--- src/rtl/isa_defs_pkg.sv ---
// ISA constants shared by the fetch sequencer and the opcode decoder:
// field widths, special opcodes, jump opcodes and status flag positions.
package isa_defs;

  localparam int OP_W    = 7;
  localparam int LIT_W   = 8;
  localparam int INSTR_W = OP_W + LIT_W;

  localparam logic [OP_W-1:0] NOP_OP  = 7'b1111110;
  localparam logic [OP_W-1:0] HALT_OP = 7'b1111111;

  localparam logic [OP_W-1:0] JMP_OP = 7'b1010000;
  localparam logic [OP_W-1:0] JEQ_OP = 7'b1010001;
  localparam logic [OP_W-1:0] JNE_OP = 7'b1010010;
  localparam logic [OP_W-1:0] JGT_OP = 7'b1010011;
  localparam logic [OP_W-1:0] JLT_OP = 7'b1010100;
  localparam logic [OP_W-1:0] JGE_OP = 7'b1010101;
  localparam logic [OP_W-1:0] JLE_OP = 7'b1010110;
  localparam logic [OP_W-1:0] JCR_OP = 7'b1010111;
  localparam logic [OP_W-1:0] JOV_OP = 7'b1011000;

  localparam int Z_BIT = 0;
  localparam int N_BIT = 1;
  localparam int C_BIT = 2;
  localparam int V_BIT = 3;

  typedef struct packed {
    logic [OP_W-1:0]  op;
    logic [LIT_W-1:0] lit;
  } instr_t;

endpackage

--- src/rtl/instr_fetch_seq_jump_cond.sv ---
// Combinational jump resolver: flags whether an opcode is a jump and whether
// its condition holds for the current status flags.
module jump_cond
  import isa_defs::*;
(
  input  logic [OP_W-1:0] opcode,
  input  logic [3:0]      status,
  output logic            is_jump,
  output logic            take
);

  logic w_z, w_n, w_c, w_v;

  assign w_z = status[Z_BIT];
  assign w_n = status[N_BIT];
  assign w_c = status[C_BIT];
  assign w_v = status[V_BIT];

  always_comb begin
    // NOTE: every output gets a default before the case so no path can
    // leave one unassigned and infer a latch.
    is_jump = 1'b1;
    take    = 1'b0;
    case (opcode)
      JMP_OP:  take = 1'b1;
      JEQ_OP:  take = w_z;
      JNE_OP:  take = !w_z;
      JGT_OP:  take = !w_n && !w_z;
      JLT_OP:  take = w_n;
      JGE_OP:  take = !w_n;
      JLE_OP:  take = w_n || w_z;
      JCR_OP:  take = w_c;
      JOV_OP:  take = w_v;
      default: is_jump = 1'b0;
    endcase
  end

endmodule

--- src/rtl/instr_fetch_seq.sv ---
// Instruction fetch sequencer: FETCH -> WAIT -> EXEC per instruction, owns the
// PC, latches memory words into IR and resolves conditional jumps.
module instr_fetch_seq
  import isa_defs::*;
#(
  parameter int PC_W = 8
) (
  input  logic               clk,
  input  logic               rst_n,
  input  logic               hold,
  input  logic [3:0]         status,
  output logic [PC_W-1:0]    im_addr,
  output logic               im_re,
  input  logic [INSTR_W-1:0] im_rdata,
  output logic [OP_W-1:0]    opcode,
  output logic [LIT_W-1:0]   literal,
  output logic               instr_valid,
  output logic [PC_W-1:0]    pc,
  output logic               jump_taken,
  output logic               halted
);

  typedef enum logic [1:0] {
    S_FETCH = 2'd0,
    S_WAIT  = 2'd1,
    S_EXEC  = 2'd2,
    S_HALT  = 2'd3
  } state_t;

  state_t          r_state;
  state_t          w_next_state;
  logic [PC_W-1:0] r_pc;
  logic [PC_W-1:0] w_next_pc;
  instr_t          r_ir;
  logic            r_refetch;
  logic            w_ir_load;
  logic            w_exec;
  logic            w_is_jump;
  logic            w_take;

  assign w_exec = (r_state == S_EXEC) && !hold;

  jump_cond u_jump_cond (
    .opcode  (r_ir.op),
    .status  (status),
    .is_jump (w_is_jump),
    .take    (w_take)
  );

  always_comb begin
    w_next_state = r_state;
    w_next_pc    = r_pc;
    w_ir_load    = 1'b0;
    case (r_state)
      S_FETCH: w_next_state = S_WAIT;
      S_WAIT: begin
        // Data requested before a hold is stale by now; ask for it again.
        if (r_refetch) begin
          w_next_state = S_FETCH;
        end else begin
          w_ir_load    = 1'b1;
          w_next_state = S_EXEC;
        end
      end
      S_EXEC: begin
        if (r_ir.op == HALT_OP) begin
          w_next_state = S_HALT;
        end else begin
          w_next_state = S_FETCH;
          if (w_is_jump && w_take) w_next_pc = PC_W'(r_ir.lit);
          else                     w_next_pc = r_pc + PC_W'(1'b1);
        end
      end
      S_HALT:  w_next_state = S_HALT;
      default: w_next_state = S_FETCH;
    endcase
  end

  always_ff @(posedge clk) begin
    // NOTE: state is updated with non-blocking assignments so every register
    // samples pre-edge values; reset is synchronous and checked before hold.
    if (!rst_n) begin
      r_state   <= S_FETCH;
      r_pc      <= '0;
      r_ir      <= '0;
      r_refetch <= 1'b0;
    end else if (hold) begin
      if (r_state == S_WAIT) r_refetch <= 1'b1;
    end else begin
      r_state   <= w_next_state;
      r_pc      <= w_next_pc;
      r_refetch <= 1'b0;
      if (w_ir_load) r_ir <= im_rdata;
    end
  end

  // A stray opcode 0 decodes as MOV A,B downstream, so idle cycles drive NOP.
  assign opcode      = w_exec ? r_ir.op  : NOP_OP;
  assign literal     = w_exec ? r_ir.lit : '0;
  assign instr_valid = w_exec;
  assign jump_taken  = w_exec && w_is_jump && w_take;
  assign im_addr     = r_pc;
  assign im_re       = (r_state == S_FETCH) && !hold;
  assign pc          = r_pc;
  assign halted      = (r_state == S_HALT);

endmodule

--- config.mk ---
export PLATFORM = sky130hd
export DESIGN_NAME = instr_fetch_seq
export DESIGN_NICKNAME = d
export VERILOG_FILES = /design/src/rtl/isa_defs_pkg.sv /design/src/rtl/instr_fetch_seq_jump_cond.sv /design/src/rtl/instr_fetch_seq.sv
export SDC_FILE = /design/constraint.sdc
export NUM_CORES = 1
export LEC_CHECK = 0
export ABC_AREA = 1
export CAP_MARGIN = 20
export CORE_MARGIN = 3
export CORE_UTILIZATION = 67
export CTS_CLUSTER_DIAMETER = 120
export CTS_CLUSTER_SIZE = 8
export DETAILED_ROUTE_END_ITERATION = 8
export DONT_BUFFER_PORTS = 1
export PLACE_DENSITY = 0.83
export SLEW_MARGIN = 20
export SYNTH_ARGS = -nofsm -noshare
export SYNTH_HDL_FRONTEND = slang
export SYNTH_SLANG_ARGS = --single-unit
--- constraint.sdc ---
create_clock -name clk -period 1.84 [get_ports clk]
set_input_delay 0.276 -clock clk [delete_from_list [all_inputs] [get_ports clk]]
set_output_delay 0.276 -clock clk [all_outputs]
set_load 0.02 [all_outputs]
* Yosys cells after proc, flatten, opt, wreduce, memory -nomap -nowiden
Cells that the tools add are included.
** Storage, ports and cells
- Logic and storage cells :: 46
- Register bits :: 26
** Cells by class
- Reductions and logical operators :: 15
- Eq/ne operators :: 13
- Add/sub/neg operators :: 1
- Bitwise operators :: 2
- Mux-type cells :: 10
** Operator list (count)
- $eq A7 B7 Y1 const B :: 10
- $mux W8 :: 2
- $pmux W1 S9 :: 1
- $reduce_or A9 Y1 :: 1
- $add A8 B1 Y8 const B :: 1
- $pmux W2 S4 :: 1
- $mux W7 :: 1
- $logic_and A1 B1 Y1 :: 6
- $eq A2 B2 Y1 const B :: 2
- $mux W2 :: 2
- $reduce_and A2 Y1 :: 2
- $logic_not A1 Y1 :: 3
- $mux W1 :: 3
- $reduce_and A3 Y1 :: 1
- $eq A2 B1 Y1 const B :: 1
- $logic_not A2 Y1 :: 1
- $not A1 Y1 :: 2
- $logic_or A1 B1 Y1 :: 1

* Longest topological paths before layout
Gate-level depths: netlist of the first run.
- Depth after elaboration :: 5
- Mapped depth :: 10

* By module
From an unflattened synthesis of the first run, not the netlist that was laid out.
** Unflattened totals
- Cells, all modules :: 251
- Area total of the unflattened synthesis :: 1565.3 um2
** Modules (own cells, without submodules)
- instr_fetch_seq :: sequential area each 520.5 um2, instances 1, area each 1406.3 um2, cells an instance 212
- jump_cond :: sequential area each 0.0 um2, instances 1, area each 158.9 um2, cells an instance 39

* Least setup slack after synthesis of the first run
OpenSTA, ideal clock, no wires.
- Path kind :: register to output
- Start point :: register r_ir[8] (netlist bit)
- End point :: output jump_taken
- Setup slack :: 0.298 ns
- Buffers on the path :: 1
- Cell stages (with the launch flop) :: 7
- Arrival time :: 1.266 ns
- Cells stage by stage :: dfxtp_1 -> buf_6 -> nand3_1 -> nand2_1 -> o21ai_4 -> nand3_4 -> nor2_1
** On the way
- Longest elaborated chain between the ends :: 5
** Ends and longest elaborated chain
- start: declaration :: line instr_fetch_seq.sv:34 : instr_t r_ir;
- start signal: assignment :: line instr_fetch_seq.sv:93 : if (w_ir_load) r_ir <= im_rdata;
- $eq A7 B7 Y1 :: line instr_fetch_seq_jump_cond.sv:24 : case (opcode)
- $reduce_or A9 Y1 (no source line)
- $mux W1 :: line instr_fetch_seq_jump_cond.sv:24
- $logic_and A1 B1 Y1 :: line instr_fetch_seq.sv:101 : assign jump_taken = w_exec && w_is_jump && w_take;
- $logic_and A1 B1 Y1 (*) :: line instr_fetch_seq.sv:101
- end: declaration :: line instr_fetch_seq.sv:19 : output logic jump_taken,
Every way passes the cells marked *; elsewhere a longest branch is shown, timed or not.

* Worst setup path in the final report of the first run
- Start point :: register r_ir[11] (netlist bit)
- End point :: output jump_taken
Same word-level chain as after synthesis.

==> impl_metrics.env, run 1 <==
export IMPL_cts_root_buf="clkbuf_4"
export IMPL_synth_edf_count=0
export IMPL_cts_hold_buffers=0
export IMPL_place_ws_ns=0.270
export IMPL_cts_tree="done"
export IMPL_groute_usage_overall_pct=26.7
export IMPL_final_layout_size_suffix_gt1_share_pct=19.6
export IMPL_drt_iter0_markers=58
export IMPL_yosys_warnings=0
export IMPL_first_pass_iters=5
export IMPL_final_hold_viol_count=0
export IMPL_ant_nets=0
export IMPL_cts_made_buffers=3
export IMPL_initial_utilization_pct=74.8
export IMPL_power_density_nw_per_um2=716
export IMPL_routabilityCongestion=0.888
export IMPL_syn_area_per_cell_sq_um=6.74
export IMPL_core_sq_um=2080
export IMPL_p_leak_uw=0.000666
export IMPL_grt_overflow_total=0
export IMPL_arrival_ns=1.52
export IMPL_ys_flop_type="dfxtp_1"
export IMPL_synth_seq_area_share_pct=33.4
export IMPL_p_switching_uw=300
export IMPL_vias=1451
export IMPL_area_growth_syn_to_layout_pct=3.62
export IMPL_pin_count=57
export IMPL_outcome="complete, no violations"
export IMPL_met1_usage_pct=31.5
export IMPL_antenna_found_initial=0
export IMPL_finalSetupViolCount=0
export IMPL_die_w_um=54.2
export IMPL_post_cts_buffers=0
export IMPL_skew_ns=0.00224
export IMPL_num_nets_final=254
export IMPL_slew_violations=0
export IMPL_antenna_cells=0
export IMPL_start_kind="flip-flop"
export IMPL_cts_buffer_depth=2
export IMPL_finalCritPeriodShare_pct=97.4
export IMPL_port_buffers=0
export IMPL_fin_ws_ns=0.0473
export IMPL_critical_path_class="reg2out"
export IMPL_fp_dieH_um=54.2
export IMPL_ir_worst_vdd_v=0.000581
export IMPL_netlist_instances=231
export IMPL_first_global_vias=1365
export IMPL_power_internal_uw=855
export IMPL_ys_seq_elements=26
export IMPL_final_common_cell="nor2_1"
export IMPL_netlist_area_leader_share_pct=33.4
export IMPL_worst_pin_slew_ns=0.481
export IMPL_clk_pin_slew_ns=0.15
export IMPL_drc=0
export IMPL_seqPwrFrac_pct=53.8
export IMPL_use_met2_pct=45.4
export IMPL_ys_top_cells_by_area="dfxtp_1, nor2_1, nand2_1, nand3_1, inv_1"
export IMPL_crit_fanout=6
export IMPL_fmax_ghz=0.558
export IMPL_yosysTopAreaCell="dfxtp_1"
export IMPL_synth_nets=254
export IMPL_maxCapViolCount=0
export IMPL_htree_levels=1
export IMPL_synth_distinct_cells=27
export IMPL_layout_common_cells="nor2_1, nand2_1, inv_1"
export IMPL_ys_async_sr_fraction_pct=0
export IMPL_endpoint_kind="primary output"
export IMPL_avgViaCountPerCell=5.65
export IMPL_rsz0062_at_grt="true"
export IMPL_die_area_sq_um=2940
export IMPL_power_frac_clock_pct=35.1
export IMPL_cp_required_ns=1.56
export IMPL_cts_sinks=26
export IMPL_wirelength_um=3510
export IMPL_grt_max_degree=29
export IMPL_wl_per_cell_um=13.6
export IMPL_rows=16
export IMPL_dp_hpwl_um=2620
export IMPL_met3_usage_pct=6.37
export IMPL_slew_headroom_pct=67.9
export IMPL_combPwrFrac_pct=11.1
export IMPL_top_usage_layer="met2"
export IMPL_clock_latency_ns=0.33
export IMPL_min_period_ns=1.79
export IMPL_netlist_area_sq_um=1560
export IMPL_holdCritPathClass="in2reg"
export IMPL_fin_util_pct=77.5
export IMPL_grt_pass1_wl_um=5720
export IMPL_num_fill_cells=160
export IMPL_p_sw_share_pct=26.0
## area by class of cell
class	count	area, sq um	share of cell area [%]
repair buffers	10	75.1	4.65
clock buffers	3	22.5	1.40
well taps	27	33.8	2.09
inverters	35	134	8.30
clock inverters	1	30.0	1.86
multi-input cells	155	788	48.9
flip-flops and latches	26	529	32.8
## metrics by stage
step           power [uW]  hold slack [ns]  instance area [sq um]  setup TNS (ns)  cells
2_1_floorplan         744            0.406                   1560               0    231
3_5_place_dp          758            0.422                   1550               0    253
5_1_grt              1190           0.0522                   1610         -0.0476    257
3_3_place_gp          752            0.416                   1550               0    253
6_report             1160           0.0548                   1610               0    257
4_1_cts              1150           0.0593                   1600               0    257
## cells in the mapped netlist (3+ instances only)
| master | count |
|---|---|
| a21oi_1 | 18 |
| buf_4 | 8 |
| buf_6 | 4 |
| dfxtp_1 | 26 |
| inv_1 | 25 |
| inv_2 | 9 |
| nand2_1 | 32 |
| nand2_2 | 4 |
| nand3_1 | 21 |
| nor2_1 | 39 |
| nor2_2 | 3 |
| o21ai_0 | 12 |
| o21ai_1 | 8 |
| xor2_1 | 5 |
## path summary, 6_finish.rpt
check             startpoint    endpoint  slack (ns)  depth (start not counted)
setup reg to reg  r_state[1]  im_addr[1]        0.34                         10
hold / removal         rst_n    r_ir[10]        0.05                          2
hold reg to reg      r_ir[2]     r_ir[2]        0.49                          2
setup / recovery    r_ir[11]  jump_taken        0.05                          6
## critical path: stages, from the launching register on
cell and delay, ns:
dfxtp_1 0.35, inv_1 0.13, nand2_1 0.12, o21ai_4 0.19, nand3_4 0.11, nor2_1 0.12
buf_4 0.16
## power by group through the flow
stage,logic (uW),clock network [uW],registers (uW)
finish,128,406,622
global route,146,420,626
CTS,127,400,620
detailed placement,126,0,632
global placement,122,0,629
floorplan,119,0,625
## flip-flops by register name, summed over array words and instances (netlist names)
register and cells:
r_ir 15, r_state 2, r_refetch 1, im_addr 8
## cell families (layout without fill, tap and decap cells)
logic type      after synthesis  count (layout)  share of synthesized area [%]
compound gates               41              41                           14.8
xor+xnor                      5               5                           2.81
fa+ha+maj                     1               1                          0.804
buf+inv                      50              49                           16.1
flops                        26              26                           33.4
simple gates                108             108                           32.1
## per-layer routing
layer	up-vias	share of wire [%]	wire length, um
met5	-	0	0
met4	0	2.2	76
met3	12	7.0	247
met2	72	46	1620
li1	722	-	-
met1	645	44	1560
## repair_timing
| action | 4_1_cts | 5_1_grt |
|---|---|---|
| setup endpoints to repair | 1 | 13 |
| resized for setup | 2 | 5 |
| hold endpoints to repair | 0 | 0 |
(Power assumes the default switching activity.)
==> inputs of run 2 (changes only) <==
--- a/config.mk
+++ b/config.mk
@@ -13,7 +13,7 @@
 export CTS_CLUSTER_SIZE = 8
 export DETAILED_ROUTE_END_ITERATION = 8
 export DONT_BUFFER_PORTS = 1
-export PLACE_DENSITY = 0.83
+export PLACE_DENSITY = 0.94
 export SLEW_MARGIN = 20
 export SYNTH_ARGS = -nofsm -noshare
 export SYNTH_HDL_FRONTEND = slang
==> constraint.sdc (replaced) <==
create_clock -name clk -period 1.84 [get_ports clk]
set_input_delay 0.276 -clock clk [delete_from_list [all_inputs] [get_ports clk]]
set_output_delay 0.276 -clock clk [all_outputs]
set_load 0.01 [all_outputs]
==> run 2 against run 1 <==
  * Via count is 4.1% lower
  * Sequential power hardly changed
  * Clock skew hardly changed
  * Count of clock-buffer cells in the layout is 1 higher
  * Flip-flop and latch count stayed put
  * Non-clock buffer count is 6 lower
  * Total power is 11% lower
  * Design area is 4.1% lower
  * Die area stayed put
  * Hold slack better by 0.018 ns
  * Maximum frequency is 3.2% higher
  * Register-to-register slack worse by 0.05 ns
  * Critical endpoint is now opcode[6]
  * Largest cell class unchanged
  * Highest routed layer unchanged
==> impl_metrics.env, run 2 (same netlist as run 1, synthesis figures left out) <==
export IMPL_placed_cells=247
export IMPL_num_fill_cells=176
export IMPL_power_density_nw_per_um2=663
export IMPL_outcome="complete, no violations"
export IMPL_antenna_found_initial=0
export IMPL_fmax_ghz=0.576
export IMPL_largest_reg_flops=15
export IMPL_worst_pin_slew_ns=0.395
export IMPL_cp_required_ns=1.56
export IMPL_initial_utilization_pct=74.8
export IMPL_antenna_cells=0
export IMPL_grt_pass1_wl_um=5360
export IMPL_holdCritPathClass="in2reg"
export IMPL_p_sw_share_pct=26.6
export IMPL_endpoint_kind="primary output"
export IMPL_slew_headroom_pct=73.6
export IMPL_die_area_sq_um=2940
export IMPL_ir_worst_vdd_v=0.000594
export IMPL_clk_pin_slew_ns=0.14
export IMPL_crit_fanout=13
export IMPL_fp_dieH_um=54.2
export IMPL_drc=0
export IMPL_arrival_ns=1.46
export IMPL_wirelength_um=3270
export IMPL_final_common_cell="nor2_1"
export IMPL_power_uw=1020
export IMPL_p_leak_uw=0.000626
export IMPL_slowest_delay_ns=0.44
export IMPL_seqPwrFrac_pct=60.6
export IMPL_slew_violations=0
export IMPL_critPathBufInv=1
export IMPL_wl_per_cell_um=13.0
export IMPL_layout_common_cells="nor2_1, nand2_1, inv_1"
export IMPL_start_kind="flip-flop"
export IMPL_first_pass_iters=4
export IMPL_ant_nets=0
export IMPL_finalSetupViolCount=0
export IMPL_cts_sinks=26
export IMPL_vias=1391
export IMPL_groute_usage_overall_pct=24.4
export IMPL_maxCapViolCount=0
export IMPL_rsz0062_at_grt="false"
export IMPL_skew_ns=0.00270
export IMPL_first_global_vias=1286
export IMPL_place_ws_ns=0.326
export IMPL_tns_ns=0
export IMPL_dp_hpwl_um=2550
export IMPL_regMostFlops="r_ir"
export IMPL_hold_ws_ns=0.0732
export IMPL_cts_root_buf="clkbuf_4"
export IMPL_port_buffers=0
export IMPL_cts_buffer_depth=2
export IMPL_drt_iter0_markers=29
export IMPL_power_internal_uw=752
export IMPL_critical_path_class="reg2out"
export IMPL_crit_chain="inv_2, nor2_2, nand2_2, or2_2"
export IMPL_cts_tree="done"
export IMPL_power_frac_clock_pct=28.1
export IMPL_pin_count=57
export IMPL_routabilityCongestion=0.848
export IMPL_cp_top_family="simple AND/OR/NAND/NOR gates"
export IMPL_num_nets_final=248
export IMPL_htree_levels=1
export IMPL_critPathSlowestCell="dfxtp_1"
export IMPL_cts_made_buffers=3
export IMPL_grt_max_degree=29
export IMPL_finalCritPeriodShare_pct=94.4
export IMPL_combPwrFrac_pct=11.3
export IMPL_final_layout_size_suffix_gt1_share_pct=16.5
export IMPL_core_sq_um=2080
export IMPL_clock_latency_ns=0.31
export IMPL_p_switching_uw=273
export IMPL_min_period_ns=1.74
export IMPL_stdcell_count=251
export IMPL_cts_hold_buffers=0
export IMPL_fin_ws_ns=0.103
export IMPL_avgViaCountPerCell=5.54
export IMPL_rows=16
export IMPL_grt_overflow_total=0
export IMPL_die_w_um=54.2
export IMPL_area_growth_syn_to_layout_pct=-0.643
export IMPL_final_hold_viol_count=0
[run 2: path summary, 6_finish.rpt]
kind	start	slack [ns]	end	cells past startpoint
setup / recovery	r_state[1]	0.10	opcode[6]	4
hold / removal	rst_n	0.07	r_ir[8]	2
setup reg to reg	r_state[1]	0.29	im_addr[2]	10
hold reg to reg	r_ir[4]	0.48	r_ir[4]	2
[run 2: power groups by stage]
stage | registers [uW] | logic (uW) | clock network, uW
floorplan | 623 | 114 | 0
global placement | 631 | 111 | 0
detailed placement | 632 | 115 | 0
CTS | 620 | 116 | 290
global route | 626 | 131 | 321
finish | 621 | 116 | 288
[run 2: area by class of cell]
class	instances	area (sq um)	share of cell area, %
clock buffer	4	36.3	2.35
timing repair buffer	4	30.0	1.94
inverter	35	134	8.66
multi-input combinational	155	788	51.0
sequential	26	524	33.9
tap	27	33.8	2.18
[run 2: metrics by stage]
stage / cell area, sq um / util (%)
after floorplan: 1560 / -
after global placement: 1500 / 72.2
after detailed placement: 1500 / 72.2
after CTS: 1540 / 74.0
after global routing: 1550 / 74.3
final: 1550 / 74.3
[run 2: repair_timing]
action,4_1_cts,5_1_grt
setup endpoints to repair,1,1
pin swaps,0,0
endpoints found under the hold margin,0,0
resized for setup,1,3
buffers inserted,0,0
[run 2: per-layer routing]
layer / GRT usage, % / routed length (um)
met1: 28.1 / 1420
met2: 45.0 / 1610
met3: 5.54 / 232
met4: 5.81 / 15
met5: 0 / 0
==> inputs of run 3 (changes only) <==
--- a/config.mk
+++ b/config.mk
@@ -7,7 +7,6 @@
 export LEC_CHECK = 0
 export ABC_AREA = 1
 export CAP_MARGIN = 20
-export CORE_MARGIN = 3
 export CORE_UTILIZATION = 67
 export CTS_CLUSTER_DIAMETER = 120
 export CTS_CLUSTER_SIZE = 8
==> run 3 against run 2 <==
  * First-iteration DRC count decreased by 10%
  * Non-clock buffer count up 1
  * Combinational power is essentially flat
  * Maximum frequency barely moved
  * Routed wire length fell by 2.2%
  * Critical path depth increased by 1
  * Cell count up 0.40%
  * Via count increased by 1.1%
  * Design area is 0.16% lower
  * Flip-flop and latch count stayed put
  * Critical path type unchanged
==> impl_metrics.env, run 3 (same netlist as run 1, synthesis figures left out) <==
export IMPL_outcome="complete, no violations"
export IMPL_placed_cells=249
export IMPL_first_pass_iters=4
export IMPL_regMostFlops="r_ir"
export IMPL_power_density_nw_per_um2=635
export IMPL_drt_iter0_markers=26
export IMPL_critical_path_class="reg2out"
export IMPL_finalCritPeriodShare_pct=94.4
export IMPL_rr_worst_depth=8
export IMPL_antenna_found_initial=0
export IMPL_cts_buffer_depth=2
export IMPL_cts_tree="done"
export IMPL_area_growth_syn_to_layout_pct=-0.804
export IMPL_pin_count=57
export IMPL_final_common_cell="nor2_1"
export IMPL_avgViaCountPerCell=5.58
export IMPL_wl_per_cell_um=12.7
export IMPL_die_area_sq_um=2520
export IMPL_arrival_ns=1.46
export IMPL_grt_pass1_wl_um=5200
export IMPL_routabilityCongestion=0.880
export IMPL_first_global_vias=1187
export IMPL_grt_overflow_total=0
export IMPL_slew_violations=0
export IMPL_final_layout_size_suffix_gt1_share_pct=17.0
export IMPL_ant_nets=0
export IMPL_fp_dieH_um=50.2
export IMPL_htree_levels=1
export IMPL_post_cts_buffers=0
export IMPL_layout_common_cells="nor2_1, nand2_1, inv_1"
export IMPL_stdcell_count=252
export IMPL_cts_made_buffers=3
export IMPL_initial_utilization_pct=71.0
export IMPL_port_buffers=0
export IMPL_skew_ns=0.00237
export IMPL_clk_pin_slew_ns=0.14
export IMPL_worst_pin_slew_ns=0.402
export IMPL_cp_startpoint="r_state[1]"
export IMPL_dp_hpwl_um=2370
export IMPL_hold_path_depth=2
export IMPL_maxCapViolCount=0
export IMPL_power_uw=981
export IMPL_clock_latency_ns=0.32
export IMPL_num_nets_final=249
export IMPL_slew_headroom_pct=73.2
export IMPL_fmax_ghz=0.576
export IMPL_drc=0
export IMPL_p_leak_uw=0.000623
export IMPL_ir_worst_vdd_v=0.000542
export IMPL_final_hold_viol_count=0
export IMPL_antenna_cells=0
export IMPL_r2r_start="im_addr[1]"
export IMPL_start_kind="flip-flop"
export IMPL_min_period_ns=1.74
export IMPL_num_fill_cells=195
export IMPL_core_sq_um=2190
export IMPL_largest_reg_flops=15
export IMPL_rsz0062_at_grt="false"
export IMPL_finalSetupViolCount=0
export IMPL_vias=1406
export IMPL_cp_required_ns=1.56
export IMPL_cts_sinks=26
export IMPL_tns_ns=0
export IMPL_die_w_um=50.2
export IMPL_grt_max_degree=29
export IMPL_hold_path_startpoint="rst_n"
export IMPL_wirelength_um=3200
export IMPL_rows=17
export IMPL_holdCritPathClass="in2reg"
export IMPL_groute_usage_overall_pct=27.0
export IMPL_cts_root_buf="clkbuf_4"
export IMPL_crit_fanout=8
export IMPL_endpoint_kind="primary output"
==> run 3: cell count changes in the layout (fill, tap and decap cells not counted), sizes merged <==
cell	before	now
buf	4	5
clkbuf	4	3
==> run 3: metrics by stage <==
| stage | hold slack (ns) | area [sq um] | setup slack (ns) | util (%) |
|---|---|---|---|---|
| final | 0.0673 | 1540 | 0.103 | 70.5 |
| after global routing | 0.0547 | 1540 | 0.00952 | 70.5 |
| after CTS | 0.0616 | 1540 | 0.0484 | 70.1 |
| after detailed placement | 0.421 | 1510 | 0.317 | 69.0 |
| after global placement | 0.410 | 1510 | 0.372 | 69.0 |
| after floorplan | 0.406 | 1560 | 0.421 | - |
==> run 3: final timing paths <==
check,to,slack (ns)
max,literal[5],0.10
min,r_ir[9],0.07
max reg2reg,im_addr[7],0.35
min reg2reg,r_ir[4],0.48
==> run 3: cell type report <==
| class | count | area, sq um | area share [%] |
|---|---|---|---|
| clock buffers | 3 | 22.5 | 1.46 |
| inverters | 35 | 134 | 8.67 |
| multi-input cells | 155 | 791 | 51.2 |
| flip-flops and latches | 26 | 524 | 34.0 |
| well taps | 28 | 35.0 | 2.27 |
| repair buffers | 5 | 37.5 | 2.43 |
==> run 3: per-layer routing <==
metal | vias up | share of wire [%] | global-route usage, %
li1 | 711 | - | -
met1 | 642 | 44 | 33.1
met2 | 49 | 49 | 45.6
met3 | 4 | 6.4 | 6.06
met4 | 0 | 0.72 | 10.0
met5 | - | 0 | 0
==> run 3: timing repair <==
item | CTS | global route
endpoints found under the setup margin | 1 | 2
resized for setup | 1 | 4
hold buffers | 0 | 0
==> run 3: where the power goes <==
part           total (uW)  internal (uW)  switching, uW
Sequential            621            592           28.6
Clock                 245           76.7            168
Combinational         115           39.0           76.1
==> run 3: critical path: stages (launching register included) <==
cell	delay (ns)
dfxtp_1	0.44
inv_2	0.07
nor2_2	0.09
nand2_2	0.14
buf_4	0.20
nor2_1	0.19
